==> config.mk <==
export PLATFORM = sky130hd
export DESIGN_NAME = seven_segment_scanner
export DESIGN_NICKNAME = d
export VERILOG_FILES = /design/src/rtl/seven_segment_scanner.sv
export SDC_FILE = /design/constraint.sdc
export NUM_CORES = 1
export LEC_CHECK = 0
export ABC_CLOCK_PERIOD_IN_PS = 4550
export CAP_MARGIN = 20
export CORE_MARGIN = 2
export CORE_UTILIZATION = 58
export CTS_CLUSTER_DIAMETER = 80
export DETAILED_ROUTE_END_ITERATION = 12
export PLACE_DENSITY = 0.81
export SLEW_MARGIN = 5
export SYNTH_ARGS = -nofsm -noshare
export SYNTH_HDL_FRONTEND = slang
export SYNTH_SLANG_ARGS = --single-unit
export TNS_END_PERCENT = 20
==> constraint.sdc <==
create_clock -name clk -period 4.55 [get_ports clk]
set_input_delay 0.91 -clock clk [delete_from_list [all_inputs] [get_ports clk]]
set_output_delay 0.91 -clock clk [all_outputs]
set_load 0.02 [all_outputs]
==> src/rtl/seven_segment_scanner.sv <==
// Time-multiplexed scan controller for a multi-digit seven-segment display sharing one BCD decoder.
// Double-buffered BCD value: new loads are promoted to the display only at the frame boundary.
module seven_segment_scanner #(
  parameter int unsigned DIGITS   = 4,
  parameter int unsigned PRESCALE = 1000,
  parameter int unsigned BLANK    = 8
) (
  input  logic                  clk,
  input  logic                  rst_n,
  input  logic                  load,
  input  logic [4*DIGITS-1:0]   value,
  input  logic                  zero_suppress,
  output logic [3:0]            bcd,
  output logic [DIGITS-1:0]     digit_en,
  output logic                  pending,
  output logic                  frame_start
);

  localparam int unsigned CW = $clog2(PRESCALE);
  localparam int unsigned SW = (DIGITS > 1) ? $clog2(DIGITS) : 1;
  localparam logic [CW-1:0] CNT_LAST  = CW'(PRESCALE - 1);
  localparam logic [SW-1:0] SLOT_LAST = SW'(DIGITS - 1);

  logic [CW-1:0]       r_cnt;
  logic [SW-1:0]       r_slot;
  logic [4*DIGITS-1:0] r_active;
  logic [4*DIGITS-1:0] r_shadow;
  logic                r_pending;

  logic                w_cnt_last;
  logic                w_boundary;
  logic                w_show;
  logic [DIGITS-1:0]   w_nz;
  logic [DIGITS-1:0]   w_suppress;
  logic [4*DIGITS-1:0] w_shifted;

  assign w_cnt_last = (r_cnt == CNT_LAST);
  assign w_boundary = w_cnt_last && (r_slot == SLOT_LAST);

  always_ff @(posedge clk or negedge rst_n) begin
    if (!rst_n) begin
      r_cnt  <= '0;
      r_slot <= '0;
    end else if (w_cnt_last) begin
      r_cnt  <= '0;
      r_slot <= (r_slot == SLOT_LAST) ? '0 : r_slot + 1'b1;
    end else begin
      r_cnt <= r_cnt + 1'b1;
    end
  end

  // A load coinciding with the frame boundary bypasses the shadow and is shown immediately.
  always_ff @(posedge clk or negedge rst_n) begin
    if (!rst_n) begin
      r_active  <= '0;
      r_shadow  <= '0;
      r_pending <= 1'b0;
    end else if (w_boundary) begin
      if (load) begin
        r_active  <= value;
        r_shadow  <= value;
        r_pending <= 1'b0;
      end else if (r_pending) begin
        r_active  <= r_shadow;
        r_pending <= 1'b0;
      end
    end else if (load) begin
      r_shadow  <= value;
      r_pending <= 1'b1;
    end
  end

  for (genvar g = 0; g < DIGITS; g++) begin : g_nz
    assign w_nz[g] = |r_active[4*g +: 4];
  end

  // Digit g is a leading zero when it and every more-significant digit is zero.
  assign w_suppress[0] = 1'b0;
  for (genvar g = 1; g < DIGITS; g++) begin : g_sup
    assign w_suppress[g] = zero_suppress && !(|w_nz[DIGITS-1:g]);
  end

  if (BLANK == 0) begin : g_noblank
    assign w_show = 1'b1;
  end else begin : g_blank
    assign w_show = (r_cnt >= CW'(BLANK));
  end

  assign w_shifted   = r_active >> {r_slot, 2'b00};
  assign bcd         = w_shifted[3:0];
  assign digit_en    = w_show ? ((DIGITS'(1) << r_slot) & ~w_suppress) : '0;
  assign pending     = r_pending;
  assign frame_start = (r_cnt == '0) && (r_slot == '0);

endmodule

== Word level (Yosys, flattened, before mapping) ==
Index checks and enable logic that the tools add are counted.
Storage, ports and cells
  output and inout bits: 10
  input bits: 20
  word-level logic and storage cells: 37
  register bits after elaboration: 45
Cells by class
  reductions and logical operators: 16
  multiplexer cells: 7
  bitwise gates (word level): 2
  magnitude comparators: 1
  add/sub/neg operators: 2
  eq/ne operators: 2
  shift-type cells: 2
Operators with widths (count)
  16-bit 2-to-1 mux: 2
  16-bit by 4-bit >> shifter with 4-bit output: 1
  12-bit OR reduction: 1
  10-bit by 1-bit adder with 10-bit output (second input constant): 1
  10-bit == test (second input constant): 1
  10-bit by 4-bit greater-or-equal comparator with 1-bit output (second input constant): 1
  10-bit zero test: 1
  10-bit 2-to-1 mux: 1
  8-bit OR reduction: 1
  1-bit logical AND: 5
  4-bit bitwise AND: 1
  4-bit 2-to-1 mux: 1
  4-bit inverter: 1
  2-bit nonzero test: 2
  4-bit OR reduction: 1
  1-bit by 2-bit << shifter with 4-bit output (first input constant): 1
  1-bit zero test: 3
  2-bit by 1-bit adder with 2-bit output (second input constant): 1
  2-bit == test (second input constant): 1
  2-bit zero test: 1
  1-bit 2-to-1 mux: 2
  2-bit 2-to-1 mux: 1
  2-bit AND reduction: 1

== Longest topological paths before layout ==
  word-level depth: 6
  mapped depth: 8
  gate-level depth less buffers: 5

== Worst setup path before layout ==
Ideal clock, no wire load.
  kind: register to output
  start point: reg r_cnt[3]
  end point: out frame_start
  cell stages (with the launch flop): 5
  path slack: 2.249 ns
  arrival: 1.391 ns
  path buffers: 1
  required time: 3.640 ns
  cell sequence: dfrtp_1 -> buf_2 -> nor2_1 -> nand3_1 -> nor3_1
Between the ends
  longest elaborated chain between the ends: 2
Ends and longest elaborated chain
  start, declared: line 24  | logic [CW-1:0] r_cnt;
  start signal, assigned: line 48  | r_cnt <= r_cnt + 1'b1;
  10-bit zero test: line 93  | assign frame_start = (r_cnt == '0) && (r_slot == '0);
  1-bit logical AND: line 93
  end, declared: line 16  | output logic frame_start
No other way between the ends.

== Final worst setup path ==
Same ends and word-level chain as after synthesis.

==> results.tsv <==
metric	value	unit
ys_types	34	
cts.sinks	45	
post-route-util	72.4	%
synth_edf_count	0	
chipWidth	64.0	µm
drt_first_pass_iters	4	
fill_cells	220	
area_growth	17.3	%
crit_arrival	2.24	ns
synthFlopType	dfrtp_1	
initial_core_util	61.7	%
vias	1307	
cts_buffers	5	
wirelength	3800	µm
syn_nets	185	
gp_congestion	0.801	
synth_seq_cells	45	
path_max_fanout	7	
grt_usage	20.8	%
hold_path.class	in2async	
clk_latency	0.34	ns
pin_count	30	
async_flop_share	100	%
drc	0	
dieHeight	64.0	µm
slew_headroom	36.4	%
vias_per_cell	5.59	
p_per_area	267	nW/µm²
criticalPathCategory	reg2out	
cts_root_buf	clkbuf_4	
layout.nets	214	
multi_input_area	882	µm²
reg2reg_slack	1.90	ns
wl_met1	1750	µm
setup_viol	0	
clock_path_buffers	2	
status	complete, no violations	
die-area	4100	µm²
clk_pin_slew	0.12	ns
slew_viol_final	0	
wl_met2	1810	µm
clock_skew	0.00524	ns
grt_pass1_vias	1365	
period_minus_slack	3.15	ns
cts_max_level	2	
hold_buffers	0	
tightest_slew	0.953	ns
cts_resized	0	
ant_nets	0	
design.core.area	3390	µm²
hpwl	2700	µm
synthCells	159	
grt_pass1_wl	6450	µm
rows	21	
cap_violations	0	
syn_area	2090	µm²
max_freq	317	MHz
grt_remaining_overflow	0	
post-route-period-util	69.2	%
met3_length	169	µm
grt_max_degree	46	
yosys_warnings	0	
syn_area_per_cell	13.1	µm²
antenna_found_initial	0	
yosysSeqAreaShare	53.9	%
end_kind	output pin	
ir_worst_vdd	0.179	mV
holdWs	0.363	ns
setup_tns	0	ns
rsz0062_at_grt	no	
routed.top_layer	met4	
port_buffers	29	
routedWlPerCell	16.2	µm
register_area	1130	µm²
hold_viol	0	
cp.required	3.64	ns
p_leak	1.09	nW
tritoncts	done	
drt_iter0_drc	67	
cts_setup_buffers	0	
antenna_cells	0	
start_kind	flop	
layout-drive-gt1-share	25.0	%
-- path summary, 6_finish.rpt --
kind,start,end,cells after the start
max in group asynchronous,rst_n,r_active[5],2
min,rst_n,r_shadow[1],1
min in group clk,r_shadow[10],r_shadow[10],1
min reg2reg,r_shadow[10],r_shadow[10],1
max reg2reg,r_cnt[0],r_active[4],5
max,r_cnt[3],frame_start,4
-- worst max-delay path, cell delays in order, from the launching register on --
cell             delay, ns
dfrtp_1               0.48
nor2_1                0.31
nand3_1               0.24
nor3_1                0.23
clkdlybuf4s50_1       0.63
-- sequential cells by signal (all words and copies together), names as in the netlist --
name / flops
r_active: 16
pending: 1
r_slot: 2
r_cnt: 10
r_shadow: 16
-- synthesized netlist by cell type (2+ instances only) --
library cell,instances,share of area (%)
nor3_1,3,0.72
clkbuf_1,3,0.54
ha_1,6,3.6
buf_2,2,0.48
and3_1,4,1.2
mux4_2,4,4.3
mux2_4,10,7.2
nor4_1,2,0.60
dfrtp_1,45,54
inv_1,5,0.90
nand3_1,5,1.2
xnor2_1,2,0.84
xor2_1,2,0.84
nand4_1,2,0.60
o21ai_0,3,0.72
a21oi_1,4,0.96
nor2_1,9,1.6
mux2_2,22,12
nand2_1,11,2.0
-- logic make-up (layout without fill, tap and decap cells) --
family | Yosys count | in the layout | synth area share (%)
muxes | 36 | 36 | 23.3
AOI/OAI and AO/OA | 12 | 12 | 3.47
adders and majority gates | 6 | 6 | 3.59
buffers and inverters | 14 | 43 | 3.95
xor gates and xnor gates | 4 | 4 | 1.68
DFF | 45 | 45 | 53.9
and+or+nand+nor | 42 | 42 | 10.1
-- power by group --
part / leakage [nW] / internal (mW) / total (mW) / switching, mW
logic: 0.487 / 0.0294 / 0.0497 / 0.0203
registers: 0.573 / 0.414 / 0.417 / 0.00352
clock network: 0.0314 / 0.0731 / 0.187 / 0.114
total: 1.09 / 0.516 / 0.654 / 0.138
-- through the flow --
stage / total power [mW] / area, µm² / std cells / setup WS (ns)
after detailed placement: 0.474 / 2380 / 226 / 1.40
after global routing: 0.683 / 2450 / 234 / 1.26
after global placement: 0.471 / 2380 / 226 / 1.41
after CTS: 0.657 / 2430 / 233 / 1.39
after floorplan: 0.445 / 2090 / 159 / 2.25
final: 0.654 / 2450 / 234 / 1.40
-- layout make-up --
type | instances | share of cell area [%]
sequential | 45 | 45.9
multi-input combinational | 100 | 36.0
clock buffer | 7 | 2.24
inverter | 5 | 0.765
timing repair buffer | 31 | 12.8
tap | 46 | 2.35
-- per-layer routing --
metal / vias to the layer above / global-route usage [%]
met5: - / 0
met4: 0 / 7.34
met3: 10 / 4.58
met2: 36 / 32.7
met1: 647 / 28.6
li1: 614 / -
-- placed cells by master (no fill, tap or decap), types with 3 or more instances in the layout --
cell type	instances
a21oi_1	4
and3_1	4
clkbuf_4	5
clkdlybuf4s50_1	28
dfrtp_1	45
ha_1	6
inv_1	5
mux2_2	22
mux2_4	10
mux4_2	4
nand2_1	11
nand3_1	5
nor2_1	9
nor3_1	3
o21ai_0	3
Power figures use the tool's default switching activity.
